<file path="src/rtl/sat_counter.sv">
// Saturating accumulator with synchronous clear; clear beats a coincident add.
module sat_counter #(
  parameter int unsigned W = 32
) (
  input  logic         t_clk,
  input  logic         rst,
  input  logic         clr,
  input  logic         inc,
  input  logic [W-1:0] add,
  output logic [W-1:0] cnt
);

  logic [W:0] sum;

  assign sum = {1'b0, cnt} + {1'b0, add};

  always_ff @(posedge t_clk) begin
    if (rst || clr) begin
      cnt <= '0;
    end else if (inc) begin
      cnt <= sum[W] ? '1 : sum[W-1:0];
    end
  end

endmodule

</file>
<file path="config.mk">
export PLATFORM = sky130hd
export DESIGN_NAME = sat_counter
export DESIGN_NICKNAME = d
export VERILOG_FILES = /design/src/rtl/sat_counter.sv
export SDC_FILE = /design/constraint.sdc
export NUM_CORES = 1
export LEC_CHECK = 0
export CORE_MARGIN = 2
export CORE_UTILIZATION = 45
export DETAILED_ROUTE_END_ITERATION = 7
export HOLD_SLACK_MARGIN = 0.05
export PLACE_DENSITY = 0.87
export SLEW_MARGIN = 20
export SYNTH_ARGS = -nofsm -noshare
export SYNTH_HDL_FRONTEND = slang
export SYNTH_SLANG_ARGS = --single-unit
export TNS_END_PERCENT = 100
</file>
<file path="constraint.sdc">
create_clock -name t_clk -period 2.5 [get_ports t_clk]
set_clock_uncertainty 0.1 [all_clocks]
set_input_delay 0.25 -clock t_clk [delete_from_list [all_inputs] [get_ports t_clk]]
set_output_delay 0.25 -clock t_clk [all_outputs]
set_load 0.01 [all_outputs]
</file>
# ---- Word-level counts from Yosys, hierarchy flattened
# Cells that the tools add are included.
dict set report totals {
  reg_bits 32
  out_inout_bits 32
  input_bits 36
}
dict set report op_classes {
  reduce_logical 1
  addsub 1
  mux 1
}
# operator n
set op_table {}
lappend op_table {{32-bit by 32-bit adder with 33-bit output} 1}
lappend op_table {{32-bit two-way mux} 1}
lappend op_table {{1-bit logical OR} 1}

# ---- Depth between registers and ports, before layout
dict set report depth {
  ltp_word 2
  mapped_depth 12
}

# ---- Least setup slack after synthesis
# Ideal clock, no wire load.
dict set report synth_path {
  path_kind {reg-to-reg}
  startpoint {reg cnt[0]}
  endpoint {reg cnt[29]}
  required_ps 2274
  path_stages_with_launch 13
  arrival_time_ps 2355
  n_path_buf 1
  path_slack_ps -81
  path_cell_list {dfxtp_1 > ha_1 > fa_1 > a21oi_1 > o211ai_1 > o211ai_1 > o2bb2ai_1 > o21ai_1 > nand4_1 > nand2b_1 > a21oi_2 > buf_2 > a31oi_1}
}
dict set report synth_via {
  elab_chain_cells 2
}
# item line_no
set synth_lines {}
lappend synth_lines {{from (decl)} 10} ;# output logic [W-1:0] cnt
lappend synth_lines {{from (signal assigned)} 21} ;# cnt <= sum[W] ? '1 : sum[W-1:0];
lappend synth_lines {{32-bit by 32-bit adder with 33-bit output} 15} ;# assign sum = {1'b0, cnt} + {1'b0, add};
lappend synth_lines {{32-bit two-way mux} 21}
# Every way passes these cells.
# A chain may end at the register's enable or synchronous reset.

# ---- Final worst setup path
dict set report layout_path {
  startpoint {in add[1]}
  endpoint {reg cnt[14]}
}
dict set report layout_via {
  elab_chain_cells 2
}
# item line_no
set layout_lines {}
lappend layout_lines {{from (decl)} 9} ;# input logic [W-1:0] add,
lappend layout_lines {{32-bit by 32-bit adder with 33-bit output} 15}
lappend layout_lines {{32-bit two-way mux} 21}
# Every way passes these cells.

==> flow_summary.toml <==
[setup_path]
cp.arrival_ns = 2.81
slowest_delay_ns = 0.47
cp_max_fo = 5
end_kind = "register"
crit_slowest_cell = "clkdlybuf4s50_1"
start_kind = "input pin"
critPathRequiredTime_ns = 2.58
worstPathCellList = "clkdlybuf4s50_1 > fa_2 > a21oi_4 > o211ai_1 > o211ai_1 > o2bb2ai_2 > o21ai_2 > nand4_1 > nand2b_1 > a21oi_4 > buf_4 > clkbuf_16 > a21oi_1"
path_class = "in -> reg"

[detailed_routing]
wl_per_cell_um = 18.2
vias = 3256
detail-route-antenna-nets = 0
routed_wl_mm = 9.87
vias_per_cell = 6.02
drc = 0
drtPass1Iterations = 5
drtIter0Drc = 294

[die]
pin_count = 68
start_util_pct = 47.4
die_area_mm2 = 0.00650
coreArea_mm2 = 0.00557
fp-row-count = 27
die_height_um = 80.7
die_width_um = 80.7

[logic_synthesis]
yosys.area.top_type = "dfxtp_1"
yosys-top-cells-area = "dfxtp_1 24%, ha_1 15%, a21oi_1 11%"
synth-seq-cells = 32
synth_top_area_share_pct = 24.2
ys.flop_type = "dfxtp_1"
synth-simple-area-share_pct = 10.6
synthXorXnorAreaFrac_pct = 9.61
synth_top_family_by_area = "compound AO/OA/AOI/OAI gates"
ys_seq_area_share_pct = 24.2
syn_inst = 323
ys_async_sr_fraction_pct = 0
synth.area.mux_share_pct = 0.757
yosysUniqueCellTypes = 46
mappedNetlistNets = 392
netlist_area_mm2 = 0.00264
avgSynthCellArea_um2 = 8.19
yosys.area_share.adder_pct = 15.9
synth_edf_count = 0
synth_warnings = 0
synth_compound_area_share_pct = 35.4

[flow_run]
cap_violations = 0

[sta]
hold_viol = 0
rsz0062_at_grt = "yes"
min_period_ns = 2.74
setup_viol = 32
worstMarginPinSlew_ns = 0.503
timing.final.crit_share_pct = 109
maxSlewHeadroom_pct = 66.3
fmax_mhz = 366
finalWorstSetupSlack_ns = -0.236
slew_violations = 0

[layout]
drive_above_1_share_pct = 28.1
layout.nets = 537
largest_reg_flops = 32
largest-register = "cnt"
fin_util_pct = 77.8
synthToLayoutAreaGrowth_pct = 63.9
antennaDiodeCount = 0
reg_top3 = "cnt (32)"

[clock_network]
clock_latency_ns = 0.30
cts-root-buf = "clkbuf_8"
cts_buffer_depth = 2
cts_tree = "yes"
cts_made_buffers = 5
htreeDepth = 2
clk_pin_slew_worst_paths_ns = 0.07
clkSinkCount = 32

[power]
power_density_mw_per_mm2 = 414
vdd_ir_drop_max_mv = 0.339
power.total_w = 0.00179
p_leak_nw = 1.86

[grt]
grt_pass1_vias = 3223
antenna_found_initial = 0
grt_pass1_wl_mm = 14.9
grt_util_all_layers_pct = 29.3
grt_max_degree = 33
grt-ovfl-total = 0

[outcome]
status = "finished with violations"
violations = "negative setup slack"

[placed_design]
port_buffers = 67
gp_congestion = 0.908
dp_hpwl_mm = 5.78

[worst_hold_path]
hp-class = "in -> reg"
worst max-delay path: cells and delay by family:
kind	cells	cell delay, ns
buffers and inverters	3	0.76
AND/OR/NAND/NOR	2	0.23
AO/OA/AOI/OAI	7	1.11
adder cells (fa/ha/maj)	1	0.45
power by group:
group          total (W)  switching [W]  internal, W
Combinational   0.000789       0.000385     0.000404
Sequential      0.000564      0.0000259     0.000538
Clock           0.000441       0.000221     0.000220
Total            0.00179       0.000632      0.00116
cells by family after synthesis:
logic type                 count (synthesis)
AOI/OAI and AO/OA                        148
and+or+nand+nor                           55
adders and majority gates                 33
DFF                                       32
xor gates and xnor gates                  29
buffers and inverters                     24
muxes                                      2
synthesized netlist by cell type (5+ instances only):
cell and instances:
a21oi_1 57, clkbuf_1 10, xnor2_1 16, nor2b_1 5, nand2_1 12, a31oi_1 7
o21ai_0 40, a21o_1 10, nor2_1 14, nand3_1 7, o21ai_1 5, dfxtp_1 32
inv_1 11, xor2_1 13, ha_1 32
final timing paths:
check              start  endpoint  slack [ns]  cells after the start
setup reg to reg  cnt[0]   cnt[14]       -0.22                     13
hold / removal    add[0]    cnt[0]        0.41                      4
hold reg to reg   cnt[9]    cnt[9]        0.45                      2
setup / recovery  add[1]   cnt[14]       -0.24                     13
routing by layer:
layer	up-vias	global-route usage (%)	wire, µm
met5	-	0	0
met4	0	17.1	544
met3	54	5.96	743
met2	205	50.2	4790
met1	1503	33.4	3780
li1	1494	-	-
area by class of cell:
| class | count | area (µm²) |
|---|---|---|
| clock buffers | 6 | 82.6 |
| clock inverters | 2 | 10.0 |
| fillers | 353 | 1240 |
| inverters | 11 | 41.3 |
| multi-input cells | 267 | 2100 |
| flip-flops and latches | 32 | 642 |
| well taps | 72 | 90.1 |
| repair buffers | 151 | 1360 |
what timing repair did:
action | in CTS | in global routing
cloned | 2 | 2
endpoints found under the setup margin | 32 | 32
pin swaps | 5 | 13
buffers inserted | 8 | 8
hold buffers | 0 | 0
resized for setup | 22 | 24
stage by stage:
| stage | std cells | setup TNS [ns] | hold WS [ns] | worst slack [ns] | area, µm² |
|---|---|---|---|---|---|
| after floorplan | 323 | 0 | 0.343 | 0.00623 | 2660 |
| after global placement | 517 | -12.69 | 0.428 | -0.439 | 3880 |
| after detailed placement | 517 | -16.63 | 0.438 | -0.577 | 3880 |
| after CTS | 535 | -1.04 | 0.412 | -0.0462 | 4180 |
| after global routing | 541 | -8.21 | 0.453 | -0.294 | 4330 |
| final | 541 | -6.09 | 0.411 | -0.236 | 4330 |
placed cells by master (no fill, tap or decap), types with 4 or more instances in the layout:
cell             count
a21oi_1             47
o21ai_0             40
clkbuf_8             6
nor2b_1              5
a31oi_1              6
inv_1               11
nand2_1             12
buf_4               77
nand4_1              4
o21ai_1              4
clkdlybuf4s50_1     66
ha_4                 4
a21oi_4              4
nand3_1              6
a21o_1              10
o21bai_1             4
nor2_1              14
dfxtp_1             31
a31oi_4              4
xor2_1              13
a21oi_2              9
ha_1                27
xnor2_1             15
Power figures use the tool's default switching activity.
